## src/rtl/counter_sched_pkg.sv

```systemverilog
// counter_sched_pkg: counter control codes, scheduler command and state encodings.
package counter_sched_pkg;
  localparam logic [7:0] ALU_NOP             = 8'h00;
  localparam logic [7:0] ALU_COUNTER         = 8'h01;
  localparam logic [7:0] ALU_COUNTER_AUTO    = 8'h02;
  localparam logic [7:0] ALU_COUNTER_TRIGGER = 8'h03;
  localparam logic [7:0] ALU_COUNTER_RESET   = 8'h04;
  localparam logic [7:0] ALU_COUNTER_OUT     = 8'h05;
  localparam logic [2:0] CSCHED_CMD_SET      = 3'd0;
  localparam logic [2:0] CSCHED_CMD_AUTO     = 3'd1;
  localparam logic [2:0] CSCHED_CMD_TRIGGER  = 3'd2;
  localparam logic [2:0] CSCHED_CMD_RESET    = 3'd3;
  localparam logic [2:0] CSCHED_CMD_READ     = 3'd4;
  typedef enum logic [1:0] {CSCHED_IDLE, CSCHED_DRIVE, CSCHED_GAP} csched_state_e;
  function automatic logic [7:0] csched_map(input logic [2:0] cmd);
    return cmd == CSCHED_CMD_SET     ? ALU_COUNTER :
           cmd == CSCHED_CMD_AUTO    ? ALU_COUNTER_AUTO :
           cmd == CSCHED_CMD_TRIGGER ? ALU_COUNTER_TRIGGER :
           cmd == CSCHED_CMD_RESET   ? ALU_COUNTER_RESET :
           cmd == CSCHED_CMD_READ    ? ALU_COUNTER_OUT : ALU_NOP;
  endfunction
endpackage

```

## src/rtl/counter_sched_rr_arbiter.sv

```systemverilog
// rr_arbiter: round-robin grant over eligible requesters; pointer moves past each winner.
module rr_arbiter #(
  parameter int N    = 2,
  parameter int ID_W = 1
) (
  input  logic            clk,
  input  logic            rst_n,
  input  logic [N-1:0]    req,
  input  logic [N-1:0]    elig,
  input  logic            advance,
  output logic [N-1:0]    gnt,
  output logic [ID_W-1:0] gnt_id,
  output logic            gnt_any
);
  logic [ID_W-1:0] ptr_q, ptr_d, idx;
  always_comb begin
    gnt_id  = '0;
    gnt_any = 1'b0;
    idx     = '0;
    for (int i = 0; i < N; i++) begin
      idx = ID_W'((int'(ptr_q) + i) % N);
      if (!gnt_any && req[idx] && elig[idx]) begin
        gnt_any = 1'b1;
        gnt_id  = idx;
      end
    end
  end
  assign gnt   = gnt_any ? N'(1) << gnt_id : '0;
  assign ptr_d = !advance ? ptr_q : (int'(gnt_id) == N - 1) ? '0 : gnt_id + 1'b1;
  always_ff @(posedge clk) ptr_q <= !rst_n ? '0 : ptr_d;
endmodule

```

## src/rtl/counter_sched.sv

```systemverilog
// counter_sched: shares one counter among N_REQ requesters with round-robin, lock,
// a one-cycle DRIVE per command and a mandatory idle cycle after TRIGGER.
module counter_sched
  import counter_sched_pkg::*;
#(
  parameter int DATA_WIDTH = 8,
  parameter int N_REQ      = 2,
  parameter int ID_W       = 1
) (
  input  logic                        clk,
  input  logic                        rst_n,
  input  logic [N_REQ-1:0]            req_valid,
  input  logic [3*N_REQ-1:0]          req_cmd,
  input  logic [DATA_WIDTH*N_REQ-1:0] req_dr0,
  input  logic [DATA_WIDTH*N_REQ-1:0] req_dr1,
  input  logic [N_REQ-1:0]            req_lock,
  output logic [N_REQ-1:0]            req_ready,
  output logic [DATA_WIDTH-1:0]       cr_out,
  output logic [DATA_WIDTH-1:0]       dr0_out,
  output logic [DATA_WIDTH-1:0]       dr1_out,
  input  logic [DATA_WIDTH-1:0]       ctr_result,
  input  logic [DATA_WIDTH-1:0]       ctr_addition,
  output logic                        rsp_valid,
  output logic [ID_W-1:0]             rsp_id,
  output logic [DATA_WIDTH-1:0]       rsp_data,
  output logic                        rsp_flag,
  output logic                        rsp_err
);
  csched_state_e state_q, state_d;
  logic [DATA_WIDTH-1:0] cr_q, cr_d, dr0_q, dr0_d, dr1_q, dr1_d, data_q, data_d;
  logic [2:0] cmd_q, cmd_d, win_cmd;
  logic [ID_W-1:0] id_q, id_d, owner_q, owner_d, rid_q, rid_d, gnt_id;
  logic lock_q, lock_d, rv_q, rv_d, flag_q, flag_d, err_q, err_d, gnt_any, accept;
  logic [N_REQ-1:0] gnt, elig;
  assign elig    = lock_q ? N_REQ'(1) << owner_q : '1;
  assign accept  = state_q == CSCHED_IDLE && gnt_any;
  assign win_cmd = req_cmd[int'(gnt_id)*3 +: 3];
  rr_arbiter #(.N(N_REQ), .ID_W(ID_W)) u_arb (
    .clk(clk), .rst_n(rst_n), .req(req_valid), .elig(elig), .advance(accept),
    .gnt(gnt), .gnt_id(gnt_id), .gnt_any(gnt_any)
  );
  assign req_ready = accept ? gnt : '0;
  always_comb begin
    state_d = state_q;
    cr_d    = DATA_WIDTH'(ALU_NOP);
    dr0_d   = dr0_q;
    dr1_d   = dr1_q;
    cmd_d   = cmd_q;
    id_d    = id_q;
    lock_d  = lock_q;
    owner_d = owner_q;
    rv_d    = 1'b0;
    rid_d   = '0;
    data_d  = '0;
    flag_d  = 1'b0;
    err_d   = 1'b0;
    if (accept) begin
      // a winner always satisfies the lock mask, so its lock bit is the new lock state
      lock_d  = req_lock[gnt_id];
      owner_d = gnt_id;
      id_d    = gnt_id;
      if (win_cmd > CSCHED_CMD_READ) begin
        rv_d  = 1'b1;
        rid_d = gnt_id;
        err_d = 1'b1;
      end else begin
        state_d = CSCHED_DRIVE;
        cmd_d   = win_cmd;
        cr_d    = DATA_WIDTH'(csched_map(win_cmd));
        dr0_d   = req_dr0[int'(gnt_id)*DATA_WIDTH +: DATA_WIDTH];
        dr1_d   = req_dr1[int'(gnt_id)*DATA_WIDTH +: DATA_WIDTH];
      end
    end
    if (state_q == CSCHED_DRIVE) begin
      state_d = cmd_q == CSCHED_CMD_TRIGGER ? CSCHED_GAP : CSCHED_IDLE;
      rv_d    = 1'b1;
      rid_d   = id_q;
      data_d  = cmd_q == CSCHED_CMD_READ ? ctr_result : '0;
      flag_d  = cmd_q == CSCHED_CMD_READ && ctr_addition[0];
    end
    if (state_q == CSCHED_GAP) state_d = CSCHED_IDLE;
  end
  always_ff @(posedge clk) begin
    if (!rst_n) begin
      state_q <= CSCHED_IDLE;
      cr_q    <= DATA_WIDTH'(ALU_NOP);
      dr0_q   <= '0;
      dr1_q   <= '0;
      cmd_q   <= '0;
      id_q    <= '0;
      lock_q  <= 1'b0;
      owner_q <= '0;
      rv_q    <= 1'b0;
      rid_q   <= '0;
      data_q  <= '0;
      flag_q  <= 1'b0;
      err_q   <= 1'b0;
    end else begin
      state_q <= state_d;
      cr_q    <= cr_d;
      dr0_q   <= dr0_d;
      dr1_q   <= dr1_d;
      cmd_q   <= cmd_d;
      id_q    <= id_d;
      lock_q  <= lock_d;
      owner_q <= owner_d;
      rv_q    <= rv_d;
      rid_q   <= rid_d;
      data_q  <= data_d;
      flag_q  <= flag_d;
      err_q   <= err_d;
    end
  end
  assign cr_out    = cr_q;
  assign dr0_out   = dr0_q;
  assign dr1_out   = dr1_q;
  assign rsp_valid = rv_q;
  assign rsp_id    = rid_q;
  assign rsp_data  = data_q;
  assign rsp_flag  = flag_q;
  assign rsp_err   = err_q;
endmodule

```

## config.mk

```make
export PLATFORM = sky130hd
export DESIGN_NAME = counter_sched
export DESIGN_NICKNAME = d
export VERILOG_FILES = /design/src/rtl/counter_sched_pkg.sv /design/src/rtl/counter_sched_rr_arbiter.sv /design/src/rtl/counter_sched.sv
export SDC_FILE = /design/constraint.sdc
export NUM_CORES = 1
export LEC_CHECK = 0
export ABC_AREA = 1
export CORE_AREA = 2 2 88 56
export CTS_CLUSTER_DIAMETER = 80
export DETAILED_ROUTE_END_ITERATION = 6
export DIE_AREA = 0 0 90 58
export GPL_TIMING_DRIVEN = 0
export MAX_ROUTING_LAYER = met4
export PLACE_DENSITY = 0.82
export SYNTH_ARGS = -nofsm -noshare
export SYNTH_HDL_FRONTEND = slang
export SYNTH_SLANG_ARGS = --single-unit
```

## constraint.sdc

```tcl
create_clock -name clk -period 3.9 [get_ports clk]
set_clock_uncertainty 0.1 [all_clocks]
set_input_delay 0.39 -clock clk [delete_from_list [all_inputs] [get_ports clk]]
set_output_delay 0.39 -clock clk [all_outputs]
set_load 0.03 [all_outputs]
```

* Yosys cells after proc, flatten, opt, wreduce, memory -nomap -nowiden
Index checks and enable logic that the tools add are counted.
** Storage, ports and cells
- Input port bits :: 60
- Word-level logic and storage cells :: 91
- Bits in registers :: 44
- Output and inout bits :: 38
** Operators by class
- Reductions and logical operators :: 18
- Add/subtract/negate cells :: 2
- Bitwise logic cells :: 3
- Magnitude comparators :: 4
- $mul :: 1
- Eq/ne operators :: 9
- Shift operators :: 5
- Multiplexer cells :: 33
** Operators by type and width (number)
- $shiftx 16x5->8 :: 2
- $mux 1 :: 22
- $mux 2 :: 9
- $eq 3x2->1 const B :: 3
- $reduce_or 7->1 :: 1
- $eq 3x3->1 const B :: 2
- $lt 1x2->1 const B :: 3
- $mux 3 :: 2
- $reduce_and 2->1 :: 3
- $reduce_or 6->1 :: 1
- $shiftx 6x4->3 :: 1
- $logic_and 1x1->1 :: 5
- $reduce_or 4->1 :: 1
- $shl 1x1->2 const A :: 2
- $eq 3x1->1 const B :: 1
- $gt 3x3->1 const B :: 1
- $logic_not 3->1 :: 1
- $mul 1x2->3 const B :: 1
- $not 1->1 :: 3
- $reduce_and 3->1 :: 1
- $reduce_or 3->1 :: 1
- $add 1x1->1 const B :: 2
- $eq 2x1->1 const B :: 1
- $eq 2x2->1 const B :: 1
- 5 further kinds :: 5

* Logic depth before layout (Yosys ltp)
- Depth in word-level cells :: 18
- Mapped depth :: 13
- Depth with buffers taken out :: 12

* By module
Synthesis repeated with hierarchy kept, for this count alone.
** Second synthesis, totals
- Cell total of the unflattened synthesis :: 266
- Area total of the unflattened synthesis :: 1914.3 um2
** Modules (own cells, without submodules)
- counter_sched :: times used 1, area each 1829.3 um2, sequential area each 760.7 um2, cells an instance 252
- rr_arbiter :: times used 1, area each 85.1 um2, sequential area each 20.0 um2, cells an instance 14

* Worst setup path after synthesis
No wires, ideal clock.
- Path kind :: in2reg
- From :: in req_valid[1]
- To :: reg dr0_q[1], in the netlist dr0_out[1]
- Arrival time :: 1.695 ns
- Stages :: 11
- Library setup time :: 0.120 ns
- Data required time :: 3.680 ns
- Buffers on the path :: 1
- Setup slack :: 1.985 ns
- Cells stage by stage :: inv_1 > a21oi_4 > nand3_1 > nand2_2 > nand2_2 > ha_1 > inv_1 > nand2_8 > buf_6 > a21oi_1 > a21oi_1
** Between the ends
- Word-level cells in the longest chain between the ends :: 13
- Elaborated cells between the ends (all ways) :: 19
- Classes of those cells :: mul: 1; order compare: 1; shift: 2; mux: 8; bitwise: 1; reduce/logical: 6
** Ends and longest elaborated chain
- start: declaration :: line counter_sched.sv:12 : input logic [N_REQ-1:0] req_valid,
- $mux 1 (implied by the code) (2 in a row) :: line counter_sched_rr_arbiter.sv:22 : if (!gnt_any && req[idx] && elig[idx]) begin
- $logic_and 1x1->1 :: line counter_sched_rr_arbiter.sv:22
- $mux 1 :: line counter_sched_rr_arbiter.sv:22
- $logic_not 1->1 :: line counter_sched_rr_arbiter.sv:22
- $logic_and 1x1->1 (2 in a row) :: line counter_sched_rr_arbiter.sv:22
- $mux 1 :: line counter_sched_rr_arbiter.sv:22
- $mul 1x2->3 :: line counter_sched.sv:37 : assign win_cmd = req_cmd[int'(gnt_id)*3 +: 3];
- $shiftx 6x4->3 :: line counter_sched.sv:37
- $gt 3x3->1 :: line counter_sched.sv:62 : if (win_cmd > CSCHED_CMD_READ) begin
- $not 1->1 (no source line)
- $reduce_and 2->1 (no source line)
- end signal: assignment :: line counter_sched.sv:101 : dr0_q <= dr0_d;
- end: declaration :: line counter_sched.sv:30 : logic [DATA_WIDTH-1:0] cr_q, cr_d, dr0_q, dr0_d, dr1_q, dr1_d, data_q, data_d;
Parallel ways exist; a longest one is shown, timed or not. The select of a mux whose other input is x is not followed.
A chain may end at the register's enable or synchronous reset.

* Worst setup path after layout
- From :: in req_valid[1]
- To :: out req_ready[1]
** Between the ends
- Word-level cells in the longest chain between the ends :: 11
- Elaborated cells between the ends (all ways) :: 16
- Classes of those cells :: shift: 1; mux: 10; reduce/logical: 5
** Ends and longest elaborated chain
- $mux 1 (implied by the code) (2 in a row) :: line counter_sched_rr_arbiter.sv:22
- $logic_and 1x1->1 :: line counter_sched_rr_arbiter.sv:22
- $mux 1 :: line counter_sched_rr_arbiter.sv:22
- $logic_not 1->1 :: line counter_sched_rr_arbiter.sv:22
- $logic_and 1x1->1 (2 in a row) :: line counter_sched_rr_arbiter.sv:22
- $mux 1 :: line counter_sched_rr_arbiter.sv:22
- $shl 1x1->2 :: line counter_sched_rr_arbiter.sv:28 : assign gnt = gnt_any ? N'(1) << gnt_id : '0;
- $mux 2 :: line counter_sched_rr_arbiter.sv:28
- $mux 2 * :: line counter_sched.sv:42 : assign req_ready = accept ? gnt : '0;
- end: declaration :: line counter_sched.sv:17 : output logic [N_REQ-1:0] req_ready,
Mark *: on every way between the ends. The rest lies on a longest branch, timed or not. The select of a mux whose other input is x is not followed.

==> metrics.md <==
| Metric | Value |
|---|---|
| Outcome | `finished, final reports clean` |
| Worst setup EP type | `output port` |
| Ant diodes | `0` |
| Worst path required time | `roughly 3400 ps` |
| Die W | `roughly 90 µm` |
| Initial Util | `between 30% and 40%` |
| Core area | `around 0.0044 mm²` |
| Seq/Total Area, Yosys | `44.32%` |
| WS Path Type | `primary input to output port` |
| Fmax | `~360 MHz` |
| Synth Area per Inst | `about 7.8 µm²` |
| Synth Warn # | `0` |
| Total grt overflow | `0` |
| # IOs | `98` |
| Seq cells post-synth | `39` |
| Synth area leader | `dfxtp_1` |
| RSZ-0062 raised after global routing | `false` |
| Synth top area share | `~44%` |
| Nets@finish | `385` |
| R2R depth | `11` |
| Via count | `~1.8k` |
| Setup bufs post-CTS | `0` |
| Initial antenna violation count | `0` |
| Largest net degree at the start of global routing | `13` |
| Commonest cells post-synth | `nand2_1 (40), dfxtp_1 (39), a21oi_1 (34), inv_1 (23), o21ai_0 (22)` |
| CP endpoint | `req_ready[1]` |
| EDFF count, synth | `0` |
| Filler Cell Count | `367` |
| Routed wire length per instance | `roughly 13 µm` |
| Clk root buf | `clkbuf_8` |
| DRT Pass-1 Iters | `4` |
| Hold Slack | `roughly 400 ps` |
| Most frequent cell after synthesis | `nand2_1` |
| Worst EP arrival | `approximately 2300 ps` |
| Worst min path class | `flip-flop to flip-flop` |
| Fraction of registers with async set/reset | `0%` |
| Longest Clk Path Bufs | `2` |
| Vias in the first global route | `1,710` |
| Minimum clock period | `between 2000 and 3000 ps` |
| Htree depth | `2` |
| WL final | `a little under 5 mm` |
| Share of cells above drive strength 1 | `a little over a tenth` |
| Top FF cell, synth | `dfxtp_1` |
| Hold Startpoint | `cmd_q[1]` |
| Final setup fails | `0` |
| Post-route ant nets | `0` |
| Leading post-synthesis cells by cell area | `dfxtp_1 (44%), a21oi_1 (9.7%), nand2_1 (8.5%), o21ai_0 (6.3%), inv_1 (4.9%)` |
| CTS clk-pin slew, worst paths | `roughly 80 ps` |
| Power Dens Cells | `~470 mW/mm²` |
| Cell variety after synth | `29` |
| CTS sink cnt | `39` |
| IR drop worst, VDD | `around 0.23 mV` |
| CTS Buf Count | `5` |
| Fin crit share | `70.94%` |
| Reg-to-reg slack, setup | `between 1500 and 2000 ps` |
| Crit path launch | `req_valid[1]` |
| Fin. Hold Viols | `0` |
| CTS tree | `done` |
| Synth-to-layout area growth | `61.15%` |
| Final setup TNS | `0 ps` |
| Post-DP HPWL | `3.794 mm` |
| Worst r2r src | `lock_q` |
| Worst-skew pair later-pin latency | `a little under 300 ps` |
| Initial DRC Count | `54` |
| IO buf count | `85` |
| Netlist Area Pre-Place | `roughly 0.0018 mm²` |
| Post-CTS Hold Buffers | `0` |
| Reg2reg end | `dr0_out[3]` |
| Total GRT Usage | `around a fifth` |
| Syn Inst Count | `about 230` |
| Critical path fanouts, max | `10` |
| Std-Cell Rows | `19` |
| Die area | `~0.0052 mm²` |
| Startpoint Class | `primary input` |
| MaxCap Viol Count | `0` |
| Final-report max-slew violation count | `0` |
| Post-CTS sizing | `0` |
| Gp weighted congestion | `approximately 0.79` |
| Static Leak | `around 0.0012 µW` |
| Via density | `4.599` |
| DRC viols | `0` |
| Die Ht | `58 µm` |
| First-pass GRT wire length | `approximately 8.0 mm` |
[report_power, final]
| part | internal [µW] | leakage, µW | switching, µW |
|---|---|---|---|
| Clock | 256 | 0.0000654 | 140 |
| Sequential | 450 | 0.000320 | 27.5 |
| Combinational | 200 | 0.000839 | 265 |
| Total | 906 | 0.00122 | 433 |
[stage by stage]
stage	cell area (µm²)	setup WS, ps	instances	total power (µW)	util [%]
final	2839	1133	387	1339	64.20
after global routing	2839	1058	387	1409	64.20
after CTS	2839	1124	387	1349	64.20
after detailed placement	2706	1129	379	951.0	61.21
after global placement	2706	1170	379	940.1	61.21
after floorplan	1777	1985	231	765.0	-
[sequential cells by signal, summed over array words and instances, names as in the netlist, 2 cells and up]
name      cells
cmd_q         3
cr_out        3
dr0_out       8
dr1_out       8
rsp_data      8
state_q       2
[cells in the final DEF (no fill, tap or decap), drive strengths merged]
| cell | count |
|---|---|
| nand2 | 47 |
| a31oi | 1 |
| nand3b | 2 |
| a21oi | 35 |
| nor2 | 22 |
| a211oi | 2 |
| o21ai | 23 |
| clkbuf | 7 |
| nand3 | 11 |
| nor3 | 1 |
| bufinv | 2 |
| inv | 27 |
| nand4 | 1 |
| conb | 5 |
| buf | 12 |
| ha | 2 |
| dfxtp | 39 |
| clkdlybuf4s50 | 85 |
[how the worst min path moves through the flow]
stage / endpoint / slack (ps) / depth (start not counted)
3_3_place_gp: u_arb.ptr_q / 380 / 2
3_5_place_dp: dr1_out[7] / 400 / 2
4_1_cts: state_q[1] / 420 / 2
2_1_floorplan: u_arb.ptr_q / 360 / 2
5_1_grt: state_q[1] / 430 / 2
6_report: state_q[1] / 410 / 2
[per-layer routing]
metal / up-vias / GRT usage, % / part of all wire [%]
li1: 920 / - / -
met1: 789 / 25.39 / 45
met2: 63 / 31.04 / 46
met3: 8 / 5.852 / 7.4
met4: 0 / 7.253 / 1.5
met5: - / - / 0
[cell type report]
| class | instances | area (µm²) | share of cell area (%) |
|---|---|---|---|
| timing repair buffer | 85 | 850.8 | 29.97 |
| sequential | 39 | 780.7 | 27.50 |
| multi-input combinational | 152 | 772.0 | 27.19 |
| buffer | 13 | 117.6 | 4.143 |
| inverter | 27 | 106.4 | 3.746 |
| tap | 63 | 78.83 | 2.777 |
| clock buffer | 6 | 72.57 | 2.556 |
| clock inverter | 2 | 60.06 | 2.115 |
[cell families after synthesis]
logic type / count (synthesis) / share of synthesized area (%)
and+or+nand+nor: 84 / 22.80
AOI/OAI and AO/OA: 61 / 18.54
buffers and inverters: 40 / 12.71
DFF: 39 / 44.32
adders and majority gates: 2 / 1.420
other: 1 / 0.2129
[critical path, cell delays in order]
cell and delay (ps):
clkdlybuf4s50_1 480, inv_1 60, a21oi_4 220, nand2_4 110, buf_6 170, nor2_1 150
clkdlybuf4s50_1 690
Note: power is estimated with default switching activity, not from simulation.
